==> src/rtl/z80fi_insn_collector_pkg.sv <==
// rtl/z80fi_insn_collector_pkg.sv - shared z80fi types: collector states, default length, register snapshot
package z80fi_insn_collector_pkg;

   localparam int Z80FI_MAX_LEN = 4;

   typedef logic [0:0] collect_state_t;
   localparam collect_state_t ST_IDLE    = 1'b0;
   localparam collect_state_t ST_COLLECT = 1'b1;

   typedef struct packed {
      logic [15:0] ip;
      logic [15:0] ix;
      logic [15:0] iy;
      logic [7:0]  a;
      logic [7:0]  f;
      logic [7:0]  b;
      logic [7:0]  c;
      logic [7:0]  d;
      logic [7:0]  e;
      logic [7:0]  h;
      logic [7:0]  l;
   } reg_snap_t;

endpackage

==> src/rtl/z80fi_reg_snapshot.sv <==
// rtl/z80fi_reg_snapshot.sv - load-enabled register-file snapshot bank
module z80fi_reg_snapshot
   import z80fi_insn_collector_pkg::*;
(
   input  logic      clk,
   input  logic      rst,
   input  logic      load,
   input  reg_snap_t d,
   output reg_snap_t q
);

   always_ff @(posedge clk or posedge rst) begin
      if (rst)
         q <= '0;
      else if (load)
         q <= d;
   end

endmodule

==> src/rtl/z80fi_insn_collector.sv <==
// rtl/z80fi_insn_collector.sv - packs fetched instruction bytes and pre-execution registers into z80fi packets
module z80fi_insn_collector
   import z80fi_insn_collector_pkg::*;
#(
   parameter int MAX_LEN = Z80FI_MAX_LEN
)
(
   input  logic                 clk,
   input  logic                 reset,
   input  logic                 insn_start,
   input  logic                 insn_byte_valid,
   input  logic [7:0]           insn_byte,
   input  logic                 insn_done,
   input  logic [15:0]          reg_ip,
   input  logic [15:0]          reg_ix,
   input  logic [15:0]          reg_iy,
   input  logic [7:0]           reg_a,
   input  logic [7:0]           reg_f,
   input  logic [7:0]           reg_b,
   input  logic [7:0]           reg_c,
   input  logic [7:0]           reg_d,
   input  logic [7:0]           reg_e,
   input  logic [7:0]           reg_h,
   input  logic [7:0]           reg_l,
   output logic                 z80fi_valid,
   output logic [8*MAX_LEN-1:0] z80fi_insn,
   output logic [2:0]           z80fi_insn_len,
   output logic [15:0]          z80fi_reg_ip_in,
   output logic [15:0]          z80fi_reg_ix_in,
   output logic [15:0]          z80fi_reg_iy_in,
   output logic [7:0]           z80fi_reg_a_in,
   output logic [7:0]           z80fi_reg_f_in,
   output logic [7:0]           z80fi_reg_b_in,
   output logic [7:0]           z80fi_reg_c_in,
   output logic [7:0]           z80fi_reg_d_in,
   output logic [7:0]           z80fi_reg_e_in,
   output logic [7:0]           z80fi_reg_h_in,
   output logic [7:0]           z80fi_reg_l_in,
   output logic                 err_overflow,
   output logic                 err_abort
);

   localparam int         BW      = 8 * MAX_LEN;
   localparam logic [2:0] MAX_CNT = 3'(MAX_LEN);

   collect_state_t state_q;
   logic [2:0]     cnt_q, cnt_app;
   logic [BW-1:0]  col_buf_q, col_buf_app;
   logic           ovf_app;
   logic           start_acc, append, commit;
   reg_snap_t      snap_live, snap_work, snap_commit;

   assign start_acc = insn_start & insn_byte_valid;
   assign append    = (state_q == ST_COLLECT) & insn_byte_valid & ~insn_start;
   assign commit    = (state_q == ST_COLLECT) & insn_done;

   assign snap_live = '{ip: reg_ip, ix: reg_ix, iy: reg_iy, a: reg_a, f: reg_f,
                        b: reg_b, c: reg_c, d: reg_d, e: reg_e, h: reg_h, l: reg_l};

   // Buffer as it stands after this cycle's byte, so a byte arriving with insn_done is committed too
   always_comb begin
      col_buf_app = col_buf_q;
      cnt_app     = cnt_q;
      ovf_app     = 1'b0;
      if (append) begin
         if (cnt_q >= MAX_CNT) begin
            ovf_app = 1'b1;
         end else begin
            for (int i = 0; i < MAX_LEN; i++)
               if (cnt_q == 3'(i))
                  col_buf_app[8*i +: 8] = insn_byte;
            cnt_app = cnt_q + 3'd1;
         end
      end
   end

   always_ff @(posedge clk or posedge reset) begin
      if (reset) begin
         state_q        <= ST_IDLE;
         cnt_q          <= '0;
         col_buf_q      <= '0;
         z80fi_valid    <= 1'b0;
         z80fi_insn     <= '0;
         z80fi_insn_len <= '0;
         err_overflow   <= 1'b0;
         err_abort      <= 1'b0;
      end else begin
         z80fi_valid <= commit;
         err_abort   <= (state_q == ST_COLLECT) & start_acc & ~insn_done;
         if (commit) begin
            z80fi_insn     <= col_buf_app;
            z80fi_insn_len <= cnt_app;
         end
         if (start_acc) begin
            col_buf_q    <= {{(BW-8){1'b0}}, insn_byte};
            cnt_q        <= 3'd1;
            err_overflow <= 1'b0;
            state_q      <= ST_COLLECT;
         end else begin
            col_buf_q <= col_buf_app;
            cnt_q     <= cnt_app;
            if (ovf_app)
               err_overflow <= 1'b1;
            if (commit)
               state_q <= ST_IDLE;
         end
      end
   end

   // Working snapshot feeds the commit bank, so a back-to-back start cannot disturb a presented packet
   z80fi_reg_snapshot u_snap_work (
      .clk  (clk),
      .rst  (reset),
      .load (start_acc),
      .d    (snap_live),
      .q    (snap_work)
   );

   z80fi_reg_snapshot u_snap_commit (
      .clk  (clk),
      .rst  (reset),
      .load (commit),
      .d    (snap_work),
      .q    (snap_commit)
   );

   assign z80fi_reg_ip_in = snap_commit.ip;
   assign z80fi_reg_ix_in = snap_commit.ix;
   assign z80fi_reg_iy_in = snap_commit.iy;
   assign z80fi_reg_a_in  = snap_commit.a;
   assign z80fi_reg_f_in  = snap_commit.f;
   assign z80fi_reg_b_in  = snap_commit.b;
   assign z80fi_reg_c_in  = snap_commit.c;
   assign z80fi_reg_d_in  = snap_commit.d;
   assign z80fi_reg_e_in  = snap_commit.e;
   assign z80fi_reg_h_in  = snap_commit.h;
   assign z80fi_reg_l_in  = snap_commit.l;

endmodule

==> config.mk <==
export PLATFORM = sky130hd
export DESIGN_NAME = z80fi_insn_collector
export DESIGN_NICKNAME = d
export VERILOG_FILES = /design/src/rtl/z80fi_insn_collector_pkg.sv /design/src/rtl/z80fi_reg_snapshot.sv /design/src/rtl/z80fi_insn_collector.sv
export SDC_FILE = /design/constraint.sdc
export NUM_CORES = 1
export LEC_CHECK = 0
export ABC_CLOCK_PERIOD_IN_PS = 10700
export CORE_MARGIN = 8
export CORE_UTILIZATION = 27
export CTS_CLUSTER_SIZE = 24
export DETAILED_ROUTE_END_ITERATION = 8
export HOLD_SLACK_MARGIN = 0.02
export PLACE_DENSITY = 0.61
export SYNTH_ARGS = -nofsm -noshare
export SYNTH_HDL_FRONTEND = slang
export SYNTH_SLANG_ARGS = --single-unit
export TNS_END_PERCENT = 10
==> constraint.sdc <==
create_clock -name clk -period 10.7 [get_ports clk]
set_input_delay 2.14 -clock clk [delete_from_list [all_inputs] [get_ports clk]]
set_output_delay 2.14 -clock clk [all_outputs]
set_load 0.01 [all_outputs]
==> summary.md, run 1 <==
| Metric | Value |
|---|---|
| Worst EP required | `11150 ps` |
| Placed cell areas | `0.0146 sq mm` |
| Fin crit period | `4440 ps` |
| Startpoint Class | `primary input` |
| Total Power | `3.30 mW` |
| DRT antenna net count | `0` |
| Via/cell ratio | `4.46` |
| Wire per inst | `16.4 microns` |
| Die height | `222 microns` |
| Die ar. | `0.0494 sq mm` |
| Sequential fraction of the synthesis area | `65.0%` |
| Synthesized area | `0.0115 sq mm` |
| WP data arrival | `4890 ps` |
| Hold Path Class | `flop to flop` |
| Iter 0 DRT Violations | `670` |
| GRT Total Usage | `13.4%` |
| # Post-CTS Setup Buffers | `0` |
| Vias in the first global route | `9350` |
| Initial Util | `27.4%` |
| Initial antenna violation count | `5` |
| Pre-CTS setup slack | `5650 ps` |
| Core box area | `0.0419 sq mm` |
| Mapped Nets | `1371` |
| Most frequent cells in the layout | `678 x nand2_1, 298 x dfrtp_1, 274 x clkdlybuf4s50_1, 35 x o21ai_0, 35 x nor2_1` |
| Root buf cell | `clkbuf_16` |
| Number of remaining DRC errors | `0` |
| FF+latch count, synth | `298` |
| NumNets Final | `1617` |
| WL final | `33.7 mm` |
| Final period utilization | `41.5%` |
| Status | `completed` |
| Max rail drop VDD | `0.000116 V` |
| Pre-Repair DR Iteration Count | `4` |
| Layout cells sized above 1 | `5.09%` |
| # IOs | `275` |
| Final Hold Fails | `0` |
| Global-route wire length before repair | `53.6 mm` |
| Post-route cell area | `0.0158 sq mm` |
| Pleak | `7.70 nW` |
| Critical path class | `primary input to flop` |
| Power per cell area | `209 mW/mm^2` |
| CTS Hold Buffers Added | `0` |
| Fmax | `225 MHz` |
| Mapped Cells | `1241` |
| CP Capture Type | `flop` |
| H-Tree Depth | `2` |
| Clock sinks | `298` |
| Final non-filler cell total | `2054` |
| Grt total ovfl | `0` |
| Post_cts resized | `0` |
| Crit-path cells | `clkdlybuf4s50_1 > nand2_4 > inv_6 > buf_4 > nor2_1 > a31oi_1` |
| Critical-path maximum fanout | `105` |
| Slowest CP cell | `inv_6` |
| Dpl cells | `1990` |
| Fin Clk Skew | `17.9 ps` |
| Max Cap Violations | `0` |
| Most common cell after layout, fill and taps aside | `nand2_1` |
| Fin Setup TNS | `0 ps` |
| Yosys cell types | `29` |
| Clock buffer depth | `3` |
| Worst Tran Pin Value | `1110 ps` |
| Critical Path Max Stage Delay | `770 ps` |
| Max-slew headroom | `26.1%` |
| Worst-Skew Late Latency | `530 ps` |
| Largest net degree at the start of global routing | `106` |
| Setup violators final | `0` |
| Gpl congestion | `0.772` |
| Final worst slack | `6260 ps` |
| Worst hold slack | `458 ps` |
| Total CTS buffers | `34` |
| Die W | `222 microns` |
| Std-Cell Rows | `75` |
| CTS tree | `done` |
| Yosys warnings | `0` |
| Port bufs | `274` |
| Vias | `9151` |
| Mean area per synthesized cell | `9.25 sq um` |
| Slew Limit Fails | `0` |
| Dpl hpwl | `21.7 mm` |
| Reg clk slew, reported paths | `60 ps` |
| Final core occ | `37.8%` |
| RSZ-0062 raised after global routing | `false` |
| P&R area growth vs syn | `38.1%` |
[critical path: cells and delay by family]
kind,cells,cell delay [ps]
compound gates,1,170
simple gates,2,450
buf+inv,3,1960
[final cells by class]
class | instances | area (sq um)
Inverter | 8 | 42.5
Fill cell | 4175 | 26100
Antenna cell | 2 | 5.00
Tap cell | 539 | 674
Sequential cell | 298 | 7460
Timing Repair Buffer | 281 | 2800
Clock inverter | 14 | 244
Multi-Input combinational cell | 864 | 3650
Clock buffer | 48 | 973
[worst paths after layout]
path | start | endpoint | slack, ps | cells past startpoint
min reg2reg | u_snap_work.q[40]$_DFFE_PP0N_ | u_snap_commit.q[40]$_DFFE_PP0P_ | 460 | 2
min | u_snap_work.q[40]$_DFFE_PP0N_ | u_snap_commit.q[40]$_DFFE_PP0P_ | 460 | 2
max in group asynchronous | reset | u_snap_work.q[15]$_DFFE_PP0N_ | 6440 | 4
min in group asynchronous | reset | u_snap_commit.q[45]$_DFFE_PP0P_ | 2120 | 2
max | insn_done | z80fi_insn[18]$_DFFE_PP0P_ | 6260 | 6
max reg2reg | state_q$_DFFE_PP0P_ | z80fi_insn[18]$_DFFE_PP0P_ | 7730 | 5
[synthesized netlist by cell type]
| library cell | count | area [sq um] |
|---|---|---|
| a21oi_1 | 32 | 160 |
| a31oi_1 | 32 | 200 |
| and2_1 | 1 | 6.26 |
| and3b_1 | 2 | 17.5 |
| and4bb_1 | 1 | 12.5 |
| buf_2 | 41 | 205 |
| buf_4 | 3 | 22.5 |
| buf_6 | 3 | 33.8 |
| clkbuf_1 | 23 | 86.3 |
| clkbuf_2 | 1 | 5.00 |
| dfrtp_1 | 298 | 7460 |
| ha_1 | 5 | 62.6 |
| inv_1 | 7 | 26.3 |
| inv_2 | 1 | 3.75 |
| mux2_2 | 8 | 90.1 |
| mux2i_1 | 1 | 10.0 |
| nand2_1 | 679 | 2550 |
| nand2_2 | 1 | 6.26 |
| nand2b_1 | 2 | 12.5 |
| nand3_1 | 16 | 80.1 |
| nand3b_1 | 1 | 7.51 |
| nand4_1 | 8 | 50.1 |
| nand4bb_4 | 1 | 27.5 |
| nor2_1 | 35 | 131 |
| o21a_1 | 1 | 7.51 |
| o21ai_0 | 35 | 175 |
| o21ai_1 | 1 | 5.00 |
| o21ai_4 | 1 | 16.3 |
| xnor2_1 | 1 | 8.76 |
[layer usage]
metal | routed length [microns] | GRT usage (%)
met5 | 34 | 0
met4 | 842 | 4.30
met3 | 2490 | 4.36
met2 | 15400 | 21.0
met1 | 15000 | 17.4
[flip-flops by register name, indices dropped and copies added (netlist names)]
signal and cells:
z80fi_insn 32, z80fi_insn_len 3, cnt_q 3, state_q 1
u_snap_commit.q 112, err_overflow 1, z80fi_valid 1, u_snap_work.q 112
col_buf_q 32, err_abort 1
[power breakdown]
group	internal (mW)	total [mW]	switching (mW)
Clock	0.784	1.26	0.473
Combinational	0.318	0.631	0.313
Sequential	1.31	1.41	0.108
Total	2.41	3.30	0.894
[cells by family (layout without fill, tap and decap cells)]
group                      after synthesis  in the layout  synth area share (%)
buffers and inverters                   79            351                  3.34
DFF                                    298            298                  65.0
xor gates and xnor gates                 1              1                0.0763
adders and majority gates                5              5                 0.545
muxes                                    9              9                 0.872
AOI/OAI and AO/OA                      102            102                  4.92
and+or+nand+nor                        747            747                  25.3
other                                    0              2                     0
No activity file was read; power rests on OpenSTA's default activity.
==> run 2: changes to the inputs <==
--- a/config.mk
+++ b/config.mk
@@ -5,13 +5,13 @@
 export SDC_FILE = /design/constraint.sdc
 export NUM_CORES = 1
 export LEC_CHECK = 0
-export ABC_CLOCK_PERIOD_IN_PS = 10700
+export ABC_CLOCK_PERIOD_IN_PS = 4400
 export CORE_MARGIN = 8
 export CORE_UTILIZATION = 27
 export CTS_CLUSTER_SIZE = 24
 export DETAILED_ROUTE_END_ITERATION = 8
 export HOLD_SLACK_MARGIN = 0.02
-export PLACE_DENSITY = 0.61
+export PLACE_DENSITY = 0.6
 export SYNTH_ARGS = -nofsm -noshare
 export SYNTH_HDL_FRONTEND = slang
 export SYNTH_SLANG_ARGS = --single-unit
==> constraint.sdc (replaced) <==
create_clock -name clk -period 4.4 [get_ports clk]
set_input_delay 0.88 -clock clk [delete_from_list [all_inputs] [get_ports clk]]
set_output_delay 0.88 -clock clk [all_outputs]
set_load 0.01 [all_outputs]
==> run 2 against run 1 <==
Sequential power up 140%. Critical path type unchanged. Non-clock buffer count is 6 higher. First-iteration DRC count is 13% lower. Via count increased by 0.17%. Setup slack got worse by 4400 ps. Clock power is 120% higher. Cell count hardly changed. Register-to-register slack got worse by 5300 ps. Critical endpoint is now z80fi_insn[27]$_DFFE_PP0P_. Wire length is 1.3% higher. Worst hold slack lost 4.2 ps. Power rose by 140%.
==> summary.md, run 2 (synthesis gave the netlist of run 1 again) <==
| Metric | Value |
|---|---|
| Filler cell count | `4171 (-0.096%)` |
| Iter 0 DRT Violations | `586 (-13%)` |
| Layout cells sized above 1 | `5.01% (-0.076 points)` |
| Clock sinks | `298 (unchanged)` |
| Worst EP required | `4850 ps (-6300 ps)` |
| Pleak | `7.69 nW (about the same)` |
| Std-Cell Rows | `75 (unchanged)` |
| Initial Util | `27.4% (unchanged)` |
| Max rail drop VDD | `0.000258 V (+120%)` |
| Vias in the first global route | `9527 (+1.9%)` |
| Gpl congestion | `0.748 (-3.2%)` |
| Flop pwr share | `43.9% (+1.1 points)` |
| Wire per inst | `16.6 microns (+1.2%)` |
| WP data arrival | `3030 ps (-1860 ps)` |
| Hold EP | `u_snap_commit.q[92]$_DFFE_PP0P_` |
| Critical-path maximum fanout | `25 (-76%)` |
| Initial antenna violation count | `4 (-1)` |
| Max Cap Violations | `0 (unchanged)` |
| Status | `completed` |
| Die W | `222 microns (unchanged)` |
| Die ar. | `0.0494 sq mm (unchanged)` |
| P&R area growth vs syn | `38.0% (about the same)` |
| WL final | `34.1 mm (+1.3%)` |
| DRT antenna net count | `0 (unchanged)` |
| Root buf cell | `clkbuf_16` |
| Final period utilization | `58.8%` |
| NumNets Final | `1623 (+0.37%)` |
| Switch share | `27.7% (+0.62 points)` |
| Final core occ | `37.8% (about the same)` |
| Number of remaining DRC errors | `0 (unchanged)` |
| Most frequent cells in the layout | `678 x nand2_1, 298 x dfrtp_1, 274 x clkdlybuf4s50_1, 35 x o21ai_0, 35 x nor2_1` |
| P_sw | `2.17 mW (+140%)` |
| R2R setup slack | `2400 ps (-5330 ps)` |
| Reg clk slew, reported paths | `60 ps (about the same)` |
| Hold Path Class | `flop to flop` |
| Startpoint Class | `primary input` |
| Setup violators final | `0 (unchanged)` |
| Clk pwr share | `36.2% (-1.9 points)` |
| RR Endpoint | `z80fi_insn[27]$_DFFE_PP0P_` |
| Fin Setup TNS | `0 ps (unchanged)` |
| Port bufs | `274 (unchanged)` |
| Fin crit period | `2590 ps` |
| Global-route wire length before repair | `54.8 mm (+2.3%)` |
| # Post-CTS Setup Buffers | `0 (unchanged)` |
| Most common cell after layout, fill and taps aside | `nand2_1` |
| Via/cell ratio | `4.46 (about the same)` |
| Largest net degree at the start of global routing | `127 (+20%)` |
| Core box area | `0.0419 sq mm (unchanged)` |
| Total CTS buffers | `34 (unchanged)` |
| CTS tree | `done` |
| Fmax | `387 MHz` |
| Die height | `222 microns (unchanged)` |
| Pre-CTS setup slack | `1280 ps (-4380 ps)` |
| Vias | `9167 (+0.17%)` |
| Worst hold start | `u_snap_work.q[92]$_DFFE_PP0N_` |
| Clock buffer depth | `3 (unchanged)` |
| CTS Hold Buffers Added | `0 (unchanged)` |
| GRT Total Usage | `13.6% (+0.24 points)` |
| Power per cell area | `494 mW/mm^2 (+140%)` |
| H-Tree Depth | `2 (unchanged)` |
| Worst hold path depth | `2 (unchanged)` |
| RSZ-0062 raised after global routing | `false` |
| Max-slew headroom | `27.6% (+1.5 points)` |
| Grt total ovfl | `0 (unchanged)` |
| Final worst slack | `1810 ps (-4450 ps)` |
| Critical path class | `primary input to flop` |
| Cell Int Power | `5.66 mW (+130%)` |
| Logic pwr share | `19.9% (+0.8 points)` |
| Post_cts resized | `0 (unchanged)` |
| Worst-Skew Late Latency | `530 ps (about the same)` |
| Final Hold Fails | `0 (unchanged)` |
| Fin Clk Skew | `22.9 ps (+4.95 ps)` |
| # IOs | `275 (unchanged)` |
| Pre-Repair DR Iteration Count | `5 (+1)` |
| Worst Tran Pin Value | `1090 ps (-22.9 ps)` |
| CP Capture Type | `flop` |
| Biggest regs | `u_snap_commit.q x112, u_snap_work.q x112` |
| FF-to-FF Start | `state_q$_DFFE_PP0P_` |
| Slew Limit Fails | `0 (unchanged)` |
| Dpl hpwl | `22.3 mm (+2.8%)` |
| R2R cell count | `3 (-2)` |
-- run 2: layer usage --
metal / up-vias / global-route usage (%) / routed length [microns] / part of all wire [%]
met5: - / 0 / 41 / 0.12
met4: 6 / 3.38 / 540 / 1.6
met3: 45 / 4.22 / 2390 / 7.0
met2: 237 / 22.3 / 16200 / 47
met1: 4481 / 17.4 / 15000 / 44
li1: 4398 / - / - / -
-- run 2: power groups by stage --
stage / Combinational [mW] / Clock, mW / Sequential [mW]
after floorplan: 0.541 / 0 / 3.56
after global placement: 1.57 / 0 / 3.47
after detailed placement: 1.59 / 0 / 3.48
after CTS: 1.59 / 2.93 / 3.44
after global routing: 1.71 / 3.04 / 3.49
final: 1.56 / 2.83 / 3.44
-- run 2: worst max-delay path by stage --
stage / startpoint / endpoint / slack, ps / cells past startpoint
2_1_floorplan: reset / cnt_q[0]$_DFF_PP0_ / -440 / 1
3_3_place_gp: insn_byte_valid / z80fi_insn[27]$_DFFE_PP0P_ / 1330 / 4
3_5_place_dp: insn_byte_valid / z80fi_insn[28]$_DFFE_PP0P_ / 1280 / 4
4_1_cts: insn_byte_valid / z80fi_insn[27]$_DFFE_PP0P_ / 1850 / 4
5_1_grt: insn_byte_valid / z80fi_insn[21]$_DFFE_PP0P_ / 1700 / 4
6_report: insn_byte_valid / z80fi_insn[27]$_DFFE_PP0P_ / 1810 / 4
-- run 2: layout make-up --
cell class	instances	area, sq um	share of cell area, %
flip-flops and latches	298	7460	47.1
multi-input cells	864	3650	23.0
repair buffers	287	2920	18.4
clock buffers	50	961	6.07
well taps	539	674	4.26
clock inverters	9	141	0.893
inverters	8	38.8	0.245
diodes	1	2.50	0.0158
-- run 2: through the flow --
stage,total power [mW],hold slack [ps],area (sq um),std cells
finish,7.83,454,15800,2056
global route,8.24,481,15800,2055
CTS,7.96,462,15800,2055
detailed placement,5.07,451,14700,1996
global placement,5.04,445,14700,1996
floorplan,4.10,439,11500,1241
-- run 2: critical path, cell delays in order --
cell and delay [ps]:
clkdlybuf4s50_1 720, and4bb_1 990, nand3_1 220, a31oi_1 220
